**src/rtl/addr_map_rule_pkg.sv**
```systemverilog
// Address map rule type: half-open range [start_addr, end_addr) mapped to idx.
package addr_map_rule_pkg;

    typedef struct packed {
        logic [31:0] idx;
        logic [31:0] start_addr;
        logic [31:0] end_addr;
    } addr_map_rule_t;

endpackage

```
**src/rtl/cei_mochila_pkg.sv**
```systemverilog
// Shared CEI bus constants: target-id sizing, error-target encoding and the
// default read data returned by the internal error responder.
package cei_mochila_pkg;

    // Slave ids 0..nslave-1 plus one extra code for the error responder.
    function automatic int tgt_id_w(input int nslave);
        return $clog2(nslave + 1);
    endfunction

    function automatic int err_id(input int nslave);
        return nslave;
    endfunction

    localparam logic [31:0] ERR_RDATA_DEFAULT = 32'hBADACCE5;

endpackage

```
**src/rtl/cei_obi_addr_demux_if.sv**
```systemverilog
// OBI bus bundle seen by the address demux: one upstream master, NSLAVE slaves.
interface cei_obi_addr_demux_if #(
    parameter int NSLAVE = 6
);
    // Handshake: an address phase completes in a cycle where req && gnt; a
    // response is a single cycle with rvalid high, no back-pressure on it.
    logic                   m_req_i;
    logic                   m_gnt_o;
    logic [31:0]            m_addr_i;
    logic [31:0]            m_wdata_i;
    logic                   m_we_i;
    logic [3:0]             m_be_i;
    logic                   m_rvalid_o;
    logic [31:0]            m_rdata_o;
    logic                   m_err_o;

    logic [NSLAVE-1:0]      s_req_o;
    logic [NSLAVE-1:0]      s_gnt_i;
    logic [NSLAVE-1:0]      s_rvalid_i;
    logic [31:0]            s_addr_o;
    logic [31:0]            s_wdata_o;
    logic                   s_we_o;
    logic [3:0]             s_be_o;
    logic [NSLAVE-1:0][31:0] s_rdata_i;

    modport slave (
        input  m_req_i, m_addr_i, m_wdata_i, m_we_i, m_be_i,
        input  s_gnt_i, s_rvalid_i, s_rdata_i,
        output m_gnt_o, m_rvalid_o, m_rdata_o, m_err_o,
        output s_req_o, s_addr_o, s_wdata_o, s_we_o, s_be_o
    );

    modport master (
        output m_req_i, m_addr_i, m_wdata_i, m_we_i, m_be_i,
        output s_gnt_i, s_rvalid_i, s_rdata_i,
        input  m_gnt_o, m_rvalid_o, m_rdata_o, m_err_o,
        input  s_req_o, s_addr_o, s_wdata_o, s_we_o, s_be_o
    );

endinterface

```
**src/rtl/cei_id_fifo.sv**
```systemverilog
// Small synchronous FIFO of target ids; exposes head, last pushed entry and count.
module cei_id_fifo #(
    parameter int WIDTH = 3,
    parameter int DEPTH = 4
) (
    input  logic                     clk_i,
    input  logic                     rst_i,
    input  logic                     push_i,
    input  logic [WIDTH-1:0]         data_i,
    input  logic                     pop_i,
    output logic [WIDTH-1:0]         head_o,
    output logic [WIDTH-1:0]         last_o,
    output logic                     full_o,
    output logic                     empty_o,
    output logic [$clog2(DEPTH):0]   count_o
);
    localparam int PW = $clog2(DEPTH);

    logic [DEPTH-1:0][WIDTH-1:0] mem_q, mem_d;
    logic [PW-1:0]               wptr_q, wptr_d, rptr_q, rptr_d;
    logic [PW:0]                 count_q, count_d;
    logic [WIDTH-1:0]            last_q, last_d;
    logic                        do_push, do_pop;

    assign full_o  = (count_q == (PW+1)'(DEPTH));
    assign empty_o = (count_q == '0);
    assign head_o  = mem_q[rptr_q];
    assign last_o  = last_q;
    assign count_o = count_q;

    always_comb begin
        do_push = push_i && !full_o;
        do_pop  = pop_i && !empty_o;
        mem_d   = mem_q;
        wptr_d  = wptr_q;
        rptr_d  = rptr_q;
        last_d  = last_q;
        count_d = count_q;
        if (do_push) begin
            mem_d[wptr_q] = data_i;
            wptr_d        = wptr_q + PW'(1);
            last_d        = data_i;
        end
        if (do_pop) begin
            rptr_d = rptr_q + PW'(1);
        end
        if (do_push && !do_pop) begin
            count_d = count_q + (PW+1)'(1);
        end else if (!do_push && do_pop) begin
            count_d = count_q - (PW+1)'(1);
        end
    end

    always_ff @(posedge clk_i) begin
        if (rst_i) begin
            mem_q   <= '0;
            wptr_q  <= '0;
            rptr_q  <= '0;
            last_q  <= '0;
            count_q <= '0;
        end else begin
            mem_q   <= mem_d;
            wptr_q  <= wptr_d;
            rptr_q  <= rptr_d;
            last_q  <= last_d;
            count_q <= count_d;
        end
    end

endmodule

```
**src/rtl/cei_obi_addr_demux.sv**
```systemverilog
// One-master to NSLAVE-slave OBI address demux with an in-order response
// table and an internal error responder for unmapped addresses.
module cei_obi_addr_demux
    import cei_mochila_pkg::*;
    import addr_map_rule_pkg::*;
#(
    parameter int          NRULES          = 6,
    parameter int          NSLAVE          = 6,
    parameter int          MAX_OUTSTANDING = 4,
    parameter logic [31:0] ERR_RDATA       = ERR_RDATA_DEFAULT
) (
    input  logic                              clk_i,
    input  logic                              rst_i,
    input  addr_map_rule_t [NRULES-1:0]       addr_rules_i,
    cei_obi_addr_demux_if.slave               bus,
    output logic                              spurious_rsp_o,
    output logic [$clog2(MAX_OUTSTANDING):0]  dbg_count_o
);
    localparam int             IDW    = tgt_id_w(NSLAVE);
    localparam logic [IDW-1:0] ERR_ID = IDW'(err_id(NSLAVE));

    // Lowest-index matching rule wins; out-of-range slave idx maps to ERR.
    function automatic logic [IDW-1:0] decode(input logic [31:0] addr,
                                              input addr_map_rule_t [NRULES-1:0] rules);
        logic [IDW-1:0] t;
        logic           found;
        t     = ERR_ID;
        found = 1'b0;
        for (int r = 0; r < NRULES; r++) begin
            if (!found && (addr >= rules[r].start_addr) && (addr < rules[r].end_addr)) begin
                found = 1'b1;
                t     = (rules[r].idx < 32'(NSLAVE)) ? IDW'(rules[r].idx) : ERR_ID;
            end
        end
        return t;
    endfunction

    logic [IDW-1:0]    tgt, fifo_head, fifo_last;
    logic              tgt_is_err, head_is_err, issue_ok, sel_gnt, push, pop;
    logic              fifo_full, fifo_empty;
    logic [NSLAVE-1:0] s_req, accept_mask;
    logic              rvalid, rerr;
    logic [31:0]       rdata;
    logic              err_pending_q, err_pending_d;

    assign bus.s_addr_o  = bus.m_addr_i;
    assign bus.s_wdata_o = bus.m_wdata_i;
    assign bus.s_we_o    = bus.m_we_i;
    assign bus.s_be_o    = bus.m_be_i;

    // Only one target may be outstanding at a time, so responses never reorder.
    always_comb begin
        tgt        = decode(bus.m_addr_i, addr_rules_i);
        tgt_is_err = (tgt == ERR_ID);
        issue_ok   = !fifo_full && (fifo_empty || (tgt == fifo_last));
        sel_gnt    = 1'b0;
        s_req      = '0;
        for (int s = 0; s < NSLAVE; s++) begin
            if (tgt == IDW'(s)) begin
                sel_gnt  = bus.s_gnt_i[s];
                s_req[s] = bus.m_req_i && issue_ok;
            end
        end
        push = bus.m_req_i && issue_ok && (tgt_is_err || sel_gnt);
    end

    always_comb begin
        head_is_err = (fifo_head == ERR_ID);
        rvalid      = 1'b0;
        rerr        = 1'b0;
        rdata       = '0;
        accept_mask = '0;
        if (!fifo_empty) begin
            if (head_is_err) begin
                rvalid = err_pending_q;
                rerr   = err_pending_q;
                rdata  = err_pending_q ? ERR_RDATA : '0;
            end else begin
                for (int s = 0; s < NSLAVE; s++) begin
                    if (fifo_head == IDW'(s)) begin
                        accept_mask[s] = 1'b1;
                        rvalid         = bus.s_rvalid_i[s];
                        rdata          = bus.s_rvalid_i[s] ? bus.s_rdata_i[s] : '0;
                    end
                end
            end
        end
        pop           = rvalid;
        err_pending_d = (err_pending_q && !(pop && head_is_err)) || (push && tgt_is_err);
    end

    assign bus.s_req_o    = s_req;
    assign bus.m_gnt_o    = push;
    assign bus.m_rvalid_o = rvalid;
    assign bus.m_rdata_o  = rdata;
    assign bus.m_err_o    = rerr;
    assign spurious_rsp_o = |(bus.s_rvalid_i & ~accept_mask);

    always_ff @(posedge clk_i) begin
        if (rst_i) begin
            err_pending_q <= 1'b0;
        end else begin
            err_pending_q <= err_pending_d;
        end
    end

    cei_id_fifo #(
        .WIDTH (IDW),
        .DEPTH (MAX_OUTSTANDING)
    ) u_id_fifo (
        .clk_i   (clk_i),
        .rst_i   (rst_i),
        .push_i  (push),
        .data_i  (tgt),
        .pop_i   (pop),
        .head_o  (fifo_head),
        .last_o  (fifo_last),
        .full_o  (fifo_full),
        .empty_o (fifo_empty),
        .count_o (dbg_count_o)
    );

endmodule

```
**src/flat_wrapper.sv**
```systemverilog
// flat-port wrapper written by rule: the top's interface ports become plain ports
module cei_obi_addr_demux_flat import cei_mochila_pkg::*; import addr_map_rule_pkg::*;
#(
    parameter int          NRULES          = 6,
    parameter int          NSLAVE          = 6,
    parameter int          MAX_OUTSTANDING = 4,
    parameter logic [31:0] ERR_RDATA       = ERR_RDATA_DEFAULT
)
  (clk_i, rst_i, addr_rules_i, spurious_rsp_o, dbg_count_o, bus_m_req_i, bus_m_addr_i, bus_m_wdata_i, bus_m_we_i, bus_m_be_i, bus_s_gnt_i, bus_s_rvalid_i, bus_s_rdata_i, bus_m_gnt_o, bus_m_rvalid_o, bus_m_rdata_o, bus_m_err_o, bus_s_req_o, bus_s_addr_o, bus_s_wdata_o, bus_s_we_o, bus_s_be_o);
  cei_obi_addr_demux_if #(.NSLAVE(NSLAVE)) bus_i ();
  input  logic clk_i;
  input  logic rst_i;
  input  addr_map_rule_t [NRULES-1:0] addr_rules_i;
  output logic spurious_rsp_o;
  output logic [$clog2(MAX_OUTSTANDING):0] dbg_count_o;
  input wire logic [$bits(bus_i.m_req_i)-1:0] bus_m_req_i;
  input wire logic [$bits(bus_i.m_addr_i)-1:0] bus_m_addr_i;
  input wire logic [$bits(bus_i.m_wdata_i)-1:0] bus_m_wdata_i;
  input wire logic [$bits(bus_i.m_we_i)-1:0] bus_m_we_i;
  input wire logic [$bits(bus_i.m_be_i)-1:0] bus_m_be_i;
  input wire logic [$bits(bus_i.s_gnt_i)-1:0] bus_s_gnt_i;
  input wire logic [$bits(bus_i.s_rvalid_i)-1:0] bus_s_rvalid_i;
  input wire logic [$bits(bus_i.s_rdata_i)-1:0] bus_s_rdata_i;
  output wire logic [$bits(bus_i.m_gnt_o)-1:0] bus_m_gnt_o;
  output wire logic [$bits(bus_i.m_rvalid_o)-1:0] bus_m_rvalid_o;
  output wire logic [$bits(bus_i.m_rdata_o)-1:0] bus_m_rdata_o;
  output wire logic [$bits(bus_i.m_err_o)-1:0] bus_m_err_o;
  output wire logic [$bits(bus_i.s_req_o)-1:0] bus_s_req_o;
  output wire logic [$bits(bus_i.s_addr_o)-1:0] bus_s_addr_o;
  output wire logic [$bits(bus_i.s_wdata_o)-1:0] bus_s_wdata_o;
  output wire logic [$bits(bus_i.s_we_o)-1:0] bus_s_we_o;
  output wire logic [$bits(bus_i.s_be_o)-1:0] bus_s_be_o;
  assign bus_i.m_req_i = bus_m_req_i;
  assign bus_i.m_addr_i = bus_m_addr_i;
  assign bus_i.m_wdata_i = bus_m_wdata_i;
  assign bus_i.m_we_i = bus_m_we_i;
  assign bus_i.m_be_i = bus_m_be_i;
  assign bus_i.s_gnt_i = bus_s_gnt_i;
  assign bus_i.s_rvalid_i = bus_s_rvalid_i;
  assign bus_i.s_rdata_i = bus_s_rdata_i;
  assign bus_m_gnt_o = bus_i.m_gnt_o;
  assign bus_m_rvalid_o = bus_i.m_rvalid_o;
  assign bus_m_rdata_o = bus_i.m_rdata_o;
  assign bus_m_err_o = bus_i.m_err_o;
  assign bus_s_req_o = bus_i.s_req_o;
  assign bus_s_addr_o = bus_i.s_addr_o;
  assign bus_s_wdata_o = bus_i.s_wdata_o;
  assign bus_s_we_o = bus_i.s_we_o;
  assign bus_s_be_o = bus_i.s_be_o;
  cei_obi_addr_demux #(.NRULES(NRULES), .NSLAVE(NSLAVE), .MAX_OUTSTANDING(MAX_OUTSTANDING), .ERR_RDATA(ERR_RDATA)) u_core (.clk_i(clk_i), .rst_i(rst_i), .addr_rules_i(addr_rules_i), .bus(bus_i), .spurious_rsp_o(spurious_rsp_o), .dbg_count_o(dbg_count_o));
endmodule
```
**config.mk**
```make
export PLATFORM = sky130hd
export DESIGN_NAME = cei_obi_addr_demux_flat
export DESIGN_NICKNAME = d
export VERILOG_FILES = /design/src/rtl/addr_map_rule_pkg.sv /design/src/rtl/cei_mochila_pkg.sv /design/src/rtl/cei_obi_addr_demux_if.sv /design/src/rtl/cei_id_fifo.sv /design/src/rtl/cei_obi_addr_demux.sv /design/src/flat_wrapper.sv
export SDC_FILE = /design/constraint.sdc
export NUM_CORES = 1
export LEC_CHECK = 0
export BUFFER_PORTS_ARGS = -buffer_cell sky130_fd_sc_hd__buf_2
export CORE_AREA = 3 3 376 378
export DETAILED_ROUTE_END_ITERATION = 12
export DIE_AREA = 0 0 379 381
export GPL_TIMING_DRIVEN = 0
export SYNTH_ARGS = -nofsm -noshare
export SYNTH_HDL_FRONTEND = slang
export SYNTH_HIERARCHICAL = 1
export SYNTH_SLANG_ARGS = --single-unit
```
**constraint.sdc**
```tcl
create_clock -name clk_i -period 6.47 [get_ports clk_i]
set_input_delay 0.3235 -clock clk_i [delete_from_list [all_inputs] [get_ports clk_i]]
set_output_delay 0.3235 -clock clk_i [all_outputs]
set_load 0.01 [all_outputs]
```
======== Word level (Yosys, flattened, before mapping) ========
Cells that the tools add are included.
storage, ports and cells
  output and inout port bits .............. 114
  logic and storage cells ................. 159
  input port bits ......................... 852
  bits in registers ....................... 23
cells by class
  equality and inequality tests ........... 14
  reduce and logical (&&, ||, !) cells .... 40
  magnitude comparators ................... 21
  bitwise gates (word level) .............. 2
  add/subtract/negate cells ............... 4
  muxes and demuxes ....................... 69
operator list
  cell                                                         count
  2-to-1 mux 32 bit                                            15
  greater-or-equal comparator 32 bit                           6
  less-than comparator 32 x 3 -> 1 bit, second input constant  6
  less-than comparator 32 bit                                  6
  2-to-1 mux 3 bit                                             16
  2-to-1 mux 1 bit                                             33
  logical AND 1 bit                                            22
  equality test 3 bit, second input constant                   7
  bitwise mux 12 bit                                           1
  equality test 3 x 2 -> 1 bit, second input constant          4
  2-to-1 mux 6 bit                                             2
  logical NOT 1 bit                                            10
  logical NOT 3 bit                                            3
  bitwise AND 6 bit                                            1
  binary-select mux 3 bit (select 2 bit)                       1
  demux 3 bit (select 2 bit)                                   1
  equality test 3 x 1 -> 1 bit, second input constant          2
  less-than comparator 2 x 3 -> 1 bit, second input constant   2
  NOT 6 bit                                                    1
  OR reduction 6 bit                                           1
  adder 2 x 1 -> 2 bit, second input constant                  2
  adder 3 x 1 -> 3 bit, second input constant                  1
  equality test 3 bit                                          1
  logical OR 1 bit                                             3
  other kinds (3)                                              3

======== Depth between registers and ports, before layout ========
  word-level depth ........................ 37
  gate-level depth with buffers ........... 24
  depth with buffers taken out ............ 22

======== By module ========
Netlist, hierarchy kept.
modules (own cells, without submodules)
  module              area each (um^2)  times used  cells each  seq. area each (um^2)
  cei_obi_addr_demux  12415.7           1           1773        20.0
  cei_id_fifo         1089.8            1           100         440.4

======== Least setup slack after synthesis ========
No wires, ideal clock.
  path kind ............................... input to register
  start ................................... input addr_rules_i[137] (netlist bit)
  end ..................................... register u_core.u_id_fifo.count_q[2] (netlist: u_core/u_id_fifo/count_o[2])
  arrival ................................. 5.438 ns
  stages .................................. 21
  setup time .............................. 0.070 ns
  data required time ...................... 6.400 ns
  path slack .............................. 0.961 ns
  path buffers ............................ 0
  path through ............................ inv_1 -> ha_1 -> and4_1 -> nand2_1 -> or4_1 -> a31o_1 -> a211o_4 -> or4_4 -> a31oi_4 -> a211oi_2 -> and2_4 -> o41a_4 -> a31oi_1 -> nand2_4 -> inv_2 -> ha_1 -> inv_1 -> fa_1 -> xor2_1 -> or3_2 -> a21oi_1
on the way
  word-level cells in the longest chain between the ends .. 33
  elaborated cells between the ends (all ways) .. 49
  classes of those cells .................. order compare (1); eq/ne (7); mux (16); reduce/logical (25)
ends and longest elaborated chain
  element                                 line                      text
  start, declared                         flat_wrapper.sv:13        input addr_map_rule_t [NRULES-1:0] addr_rules_i;
  greater-or-equal comparator 32 bit (*)  cei_obi_addr_demux.sv:30  if (!found && (addr >= rules[r].start_addr) && (addr < rules[r].end_addr)) begin
  logical AND 1 bit (*) (2 in a row)      cei_obi_addr_demux.sv:30
  2-to-1 mux 1 bit                        cei_obi_addr_demux.sv:30
  logical NOT 1 bit                       cei_obi_addr_demux.sv:30
  logical AND 1 bit (2 in a row)          cei_obi_addr_demux.sv:30
  2-to-1 mux 1 bit                        cei_obi_addr_demux.sv:30
  logical NOT 1 bit                       cei_obi_addr_demux.sv:30
  logical AND 1 bit (2 in a row)          cei_obi_addr_demux.sv:30
  (+16 left out)                          -
  logical OR 1 bit                        cei_obi_addr_demux.sv:64  push = bus.m_req_i && issue_ok && (tgt_is_err || sel_gnt);
  logical AND 1 bit (*)                   cei_obi_addr_demux.sv:64
  via bus_m_gnt_o                         flat_wrapper.sv:24        output wire logic [$bits(bus_i.m_gnt_o)-1:0] bus_m_gnt_o;
  logical AND 1 bit (*)                   cei_id_fifo.sv:32         do_push = push_i && !full_o;
  via u_core.u_id_fifo.do_push            cei_id_fifo.sv:23         logic do_push, do_pop;
  logical NOT 1 bit                       cei_id_fifo.sv:49         end else if (!do_push && do_pop) begin
  logical AND 1 bit                       cei_id_fifo.sv:49
  nonzero test 2 bit (no line)            -
  end signal, assigned                    cei_id_fifo.sv:66         count_q <= count_d;
  end, declared                           cei_id_fifo.sv:21         logic [PW:0] count_q, count_d;
The timed path passes the listed nets; every way through them passes the cells marked *.
A chain may end at the register's enable or synchronous reset.

======== Final worst setup path ========
  start ................................... input bus_m_addr_i[5]
  end ..................................... register u_core.u_id_fifo.count_q[2] (netlist: u_core/u_id_fifo/count_o[2])
on the way
  word-level cells in the longest chain between the ends .. 36
  elaborated cells between the ends (all ways) .. 64
  classes of those cells .................. order compare (12); eq/ne (7); mux (18); reduce/logical (27)
ends and longest elaborated chain
  element                                                                            line                      text
  start, declared                                                                    flat_wrapper.sv:17        input wire logic [$bits(bus_i.m_addr_i)-1:0] bus_m_addr_i;
  greater-or-equal comparator 32 bit or less-than comparator 32 bit (tied branches)  cei_obi_addr_demux.sv:30
  logical AND 1 bit                                                                  cei_obi_addr_demux.sv:30
  2-to-1 mux 1 bit                                                                   cei_obi_addr_demux.sv:30
  logical NOT 1 bit                                                                  cei_obi_addr_demux.sv:30
  logical AND 1 bit (2 in a row)                                                     cei_obi_addr_demux.sv:30
  2-to-1 mux 1 bit                                                                   cei_obi_addr_demux.sv:30
  logical NOT 1 bit                                                                  cei_obi_addr_demux.sv:30
  logical AND 1 bit (2 in a row)                                                     cei_obi_addr_demux.sv:30
  (+13 left out)                                                                     -
  via u_core.tgt[2]                                                                  cei_obi_addr_demux.sv:38  logic [IDW-1:0] tgt, fifo_head, fifo_last;
  (+1 left out)                                                                      -
  2-to-1 mux 1 bit (6 in a row)                                                      cei_obi_addr_demux.sv:59  if (tgt == IDW'(s)) begin
  logical OR 1 bit                                                                   cei_obi_addr_demux.sv:64
  logical AND 1 bit (*)                                                              cei_obi_addr_demux.sv:64
  logical AND 1 bit (*)                                                              cei_id_fifo.sv:32
  via u_core.u_id_fifo.do_push                                                       cei_id_fifo.sv:23
  logical NOT 1 bit                                                                  cei_id_fifo.sv:49
  logical AND 1 bit                                                                  cei_id_fifo.sv:49
  nonzero test 2 bit (no line)                                                       -
Marked as above.

==> flow_summary.ini <==
[setup_path]
startpoint_type = input pin
crit_family = compound AO/OA/AOI/OAI gates
cp.buffers_inverters = 5
path_class = input pin to flop
crit_required_ns = 6.66
reg2regPathDepth = 13
crit_fanout = 13
slowest_stage = a2111o_1
path_cells = buf_4 -> ha_1 -> a21oi_1 -> nor2_1 -> a211oi_2 -> o41ai_1 -> a2111o_1 -> a311o_1 -> clkbuf_2 -> and3_1 -> and3_4 -> a211oi_4 -> clkbuf_2 -> mux2_1 -> nand3_1 -> a31oi_4 -> nand2_4 -> inv_2 -> ha_1 -> inv_1 -> fa_1 -> xor2_1 -> or3_2 -> a21oi_1
crit_path_end_kind = flop
r2r_slack_ns = 1.16
max_stage_delay_ns = 0.62
cp.depth = 24
worst_ep_arrival_time_ns = 6.38

[yosys]
ys_seq_area_share_pct = 3.41
ys.flop_type = dfxtp_1
yosys_register_bits = 23
synthesis.nets = 3109
synth_enable_flop_cells = 0
netlist_area_mm2 = 0.0135
synth_simple_gate_area_share_pct = 18.3
synth.yosys.warnings = 6
synth_cells = 1873
synth_top_family_by_area = adder cells
synth-async-reset-ratio_pct = 0
avgSynthCellArea_um2 = 7.21
synth_compound_area_share_pct = 21.5
synth.distinct_cells = 91
synth_fa_ha_area_share_pct = 35.6
yosys-mux-area-fraction_pct = 5.00
synth-xor-area-share_pct = 0.324

[floorplanning]
initial_core_util_pct = 9.80
rows = 136
core_mm2 = 0.138
die_y_um = 381
dieArea_mm2 = 0.144
ioPinCount = 966
die_w_um = 379

[cts]
cts_tree = built
htreeDepth = 1
clk_pin_slew_worst_paths_ns = 0.06
ctsLongestPathBuffers = 2
cts_hold_buf = 0
root_buffer = clkbuf_16
clk-insertion-delay-late_ns = 0.26
cts_buffers = 3
cts_sinks = 23

[global_route]
antenna_found_initial = 134
grt_overflow = 0
grt_max_degree = 14
grt_pass1_vias = 18383
track_usage_pct = 15.8
grt_pass1_wl_um = 153000

[drt]
wl_um = 121000
ant_nets = 0
avgRoutedWirePerCell_um = 25.7
drc = 0
drtPass1Iterations = 7
drt-initial-drc-count = 1193
vias = 18634
via_per_inst = 3.96

[run]
max_cap_violations = 0

[cells_and_area]
area_growth_syn_to_layout_pct = 56.3
final_cell_mix = buf_2 (910), inv_1 (390), ha_1 (383), nand2_1 (138), a21oi_1 (131)
drive_above_1_share_pct = 39.1
final_common_cell = buf_2
nNetsFinal = 4055

[worst_hold_path]
holdPathStages = 2
min_path_type = input pin to flop

[power]
power_leakage_nw = 11.3
p_total_mw = 2.42
power_density_mw_per_mm2 = 115
vdd_drop_max_v = 0.0000894

[sta]
setup_viol = 0
skew_ns = 0.00217
slew_headroom_pct = 2.64
hold_viol_final = 0
drv_slew = 0
timing.fmax_mhz = 162
hold-worst-slack_ns = 0.299
period_needed_ns = 6.18
worst_slew_pin_slew_ns = 1.46
final.period_utilization_pct = 95.6

[placement]
portBuffers = 928
gp_congestion = 1.04
dp_hpwl_um = 110000

[outcome]
status = finished clean
stage by stage:
step	worst slack, ns	instances	area, µm²	util, %	setup TNS [ns]
5_1_grt	-0.00199	4688	21100	15.3	-0.00199
2_1_floorplan	0.961	1873	13500	-	0
6_report	0.286	4708	21100	15.3	0
3_5_place_dp	-2.06	4605	20600	14.9	-25.37
3_3_place_gp	-3.45	4595	20400	14.8	-64.96
4_1_cts	0.000228	4611	20800	15.1	0
routing by layer:
metal	track usage, %	vias up	wire length (µm)
met5	0	-	99
met4	10.5	16	8880
met3	2.02	333	7190
met2	30.5	1113	64400
met1	15.5	8467	40300
li1	-	8705	-
cells by family (layout without fill, tap and decap cells):
logic type,count (synthesis),count (layout)
and+or+nand+nor,471,471
xor gates and xnor gates,5,5
muxes,59,59
AOI/OAI and AO/OA,435,435
buffers and inverters,496,1441
DFF,23,23
adders and majority gates,384,384
other,0,96
worst register-to-register path: stages (launching register included):
cell and delay, ns:
dfxtp_1 0.46, mux4_2 0.59, buf_1 0.27, nor3b_1 1.21, clkbuf_1 0.50, nor3_1 0.10
a21oi_1 0.68, o31ai_1 0.27, ha_1 0.28, inv_1 0.08, fa_1 0.18, xor2_1 0.08
or3_2 0.41, a21oi_1 0.14
report_power, final:
part	switching [mW]	internal (mW)
sequential	0.0370	0.174
clock	0.0536	0.0832
combinational	1.25	0.819
total	1.34	1.08
timing repair:
item	CTS	global route
setup endpoints to repair	27	1
hold endpoints to repair	0	0
buffers inserted	2	1
gates resized for setup	31	23
pin swaps	3	4
cell type report:
| class | count | area [µm²] |
|---|---|---|
| diodes | 96 | 240 |
| flip-flops and latches | 23 | 460 |
| well taps | 1794 | 2240 |
| repair buffers | 941 | 4810 |
| multi-input cells | 1354 | 11100 |
| clock inverters | 1 | 5.00 |
| clock buffers | 3 | 75.1 |
| fillers | 15972 | 117000 |
| plain buffers | 104 | 667 |
| inverters | 392 | 1470 |
worst paths after layout:
path | startpoint | end
setup reg to reg | u_core/u_id_fifo/rptr_q[1]$_SDFFE_PP0P_ | u_core/u_id_fifo/count_o[2]$_SDFFE_PP0P_
hold / removal | rst_i | u_core/err_pending_q$_SDFF_PP0_
hold reg to reg | u_core/u_id_fifo/mem_q[11]$_SDFFE_PP0P_ | u_core/u_id_fifo/mem_q[11]$_SDFFE_PP0P_
setup / recovery | bus_m_addr_i[5] | u_core/u_id_fifo/count_o[2]$_SDFFE_PP0P_
sequential cells by signal, indices dropped and copies added (netlist names):
register	cells
u_core/err_pending_q	1
u_core/u_id_fifo/rptr_q	2
u_core/u_id_fifo/last_o	3
u_core/u_id_fifo/count_o	3
u_core/u_id_fifo/mem_q	12
u_core/u_id_fifo/wptr_q	2
cell usage after synthesis (all sizes together) (33+ instances only):
| cell | count | area (µm²) |
|---|---|---|
| nand2 | 139 | 529 |
| nor4 | 52 | 325 |
| a211oi | 33 | 258 |
| a31oi | 39 | 259 |
| a21oi | 132 | 661 |
| buf | 72 | 544 |
| nor2 | 68 | 255 |
| nand4 | 57 | 357 |
| mux2 | 35 | 398 |
| o21ai | 69 | 345 |
| nand3 | 35 | 175 |
| ha | 383 | 4790 |
| inv | 392 | 1470 |
Power figures use the tool's default switching activity.
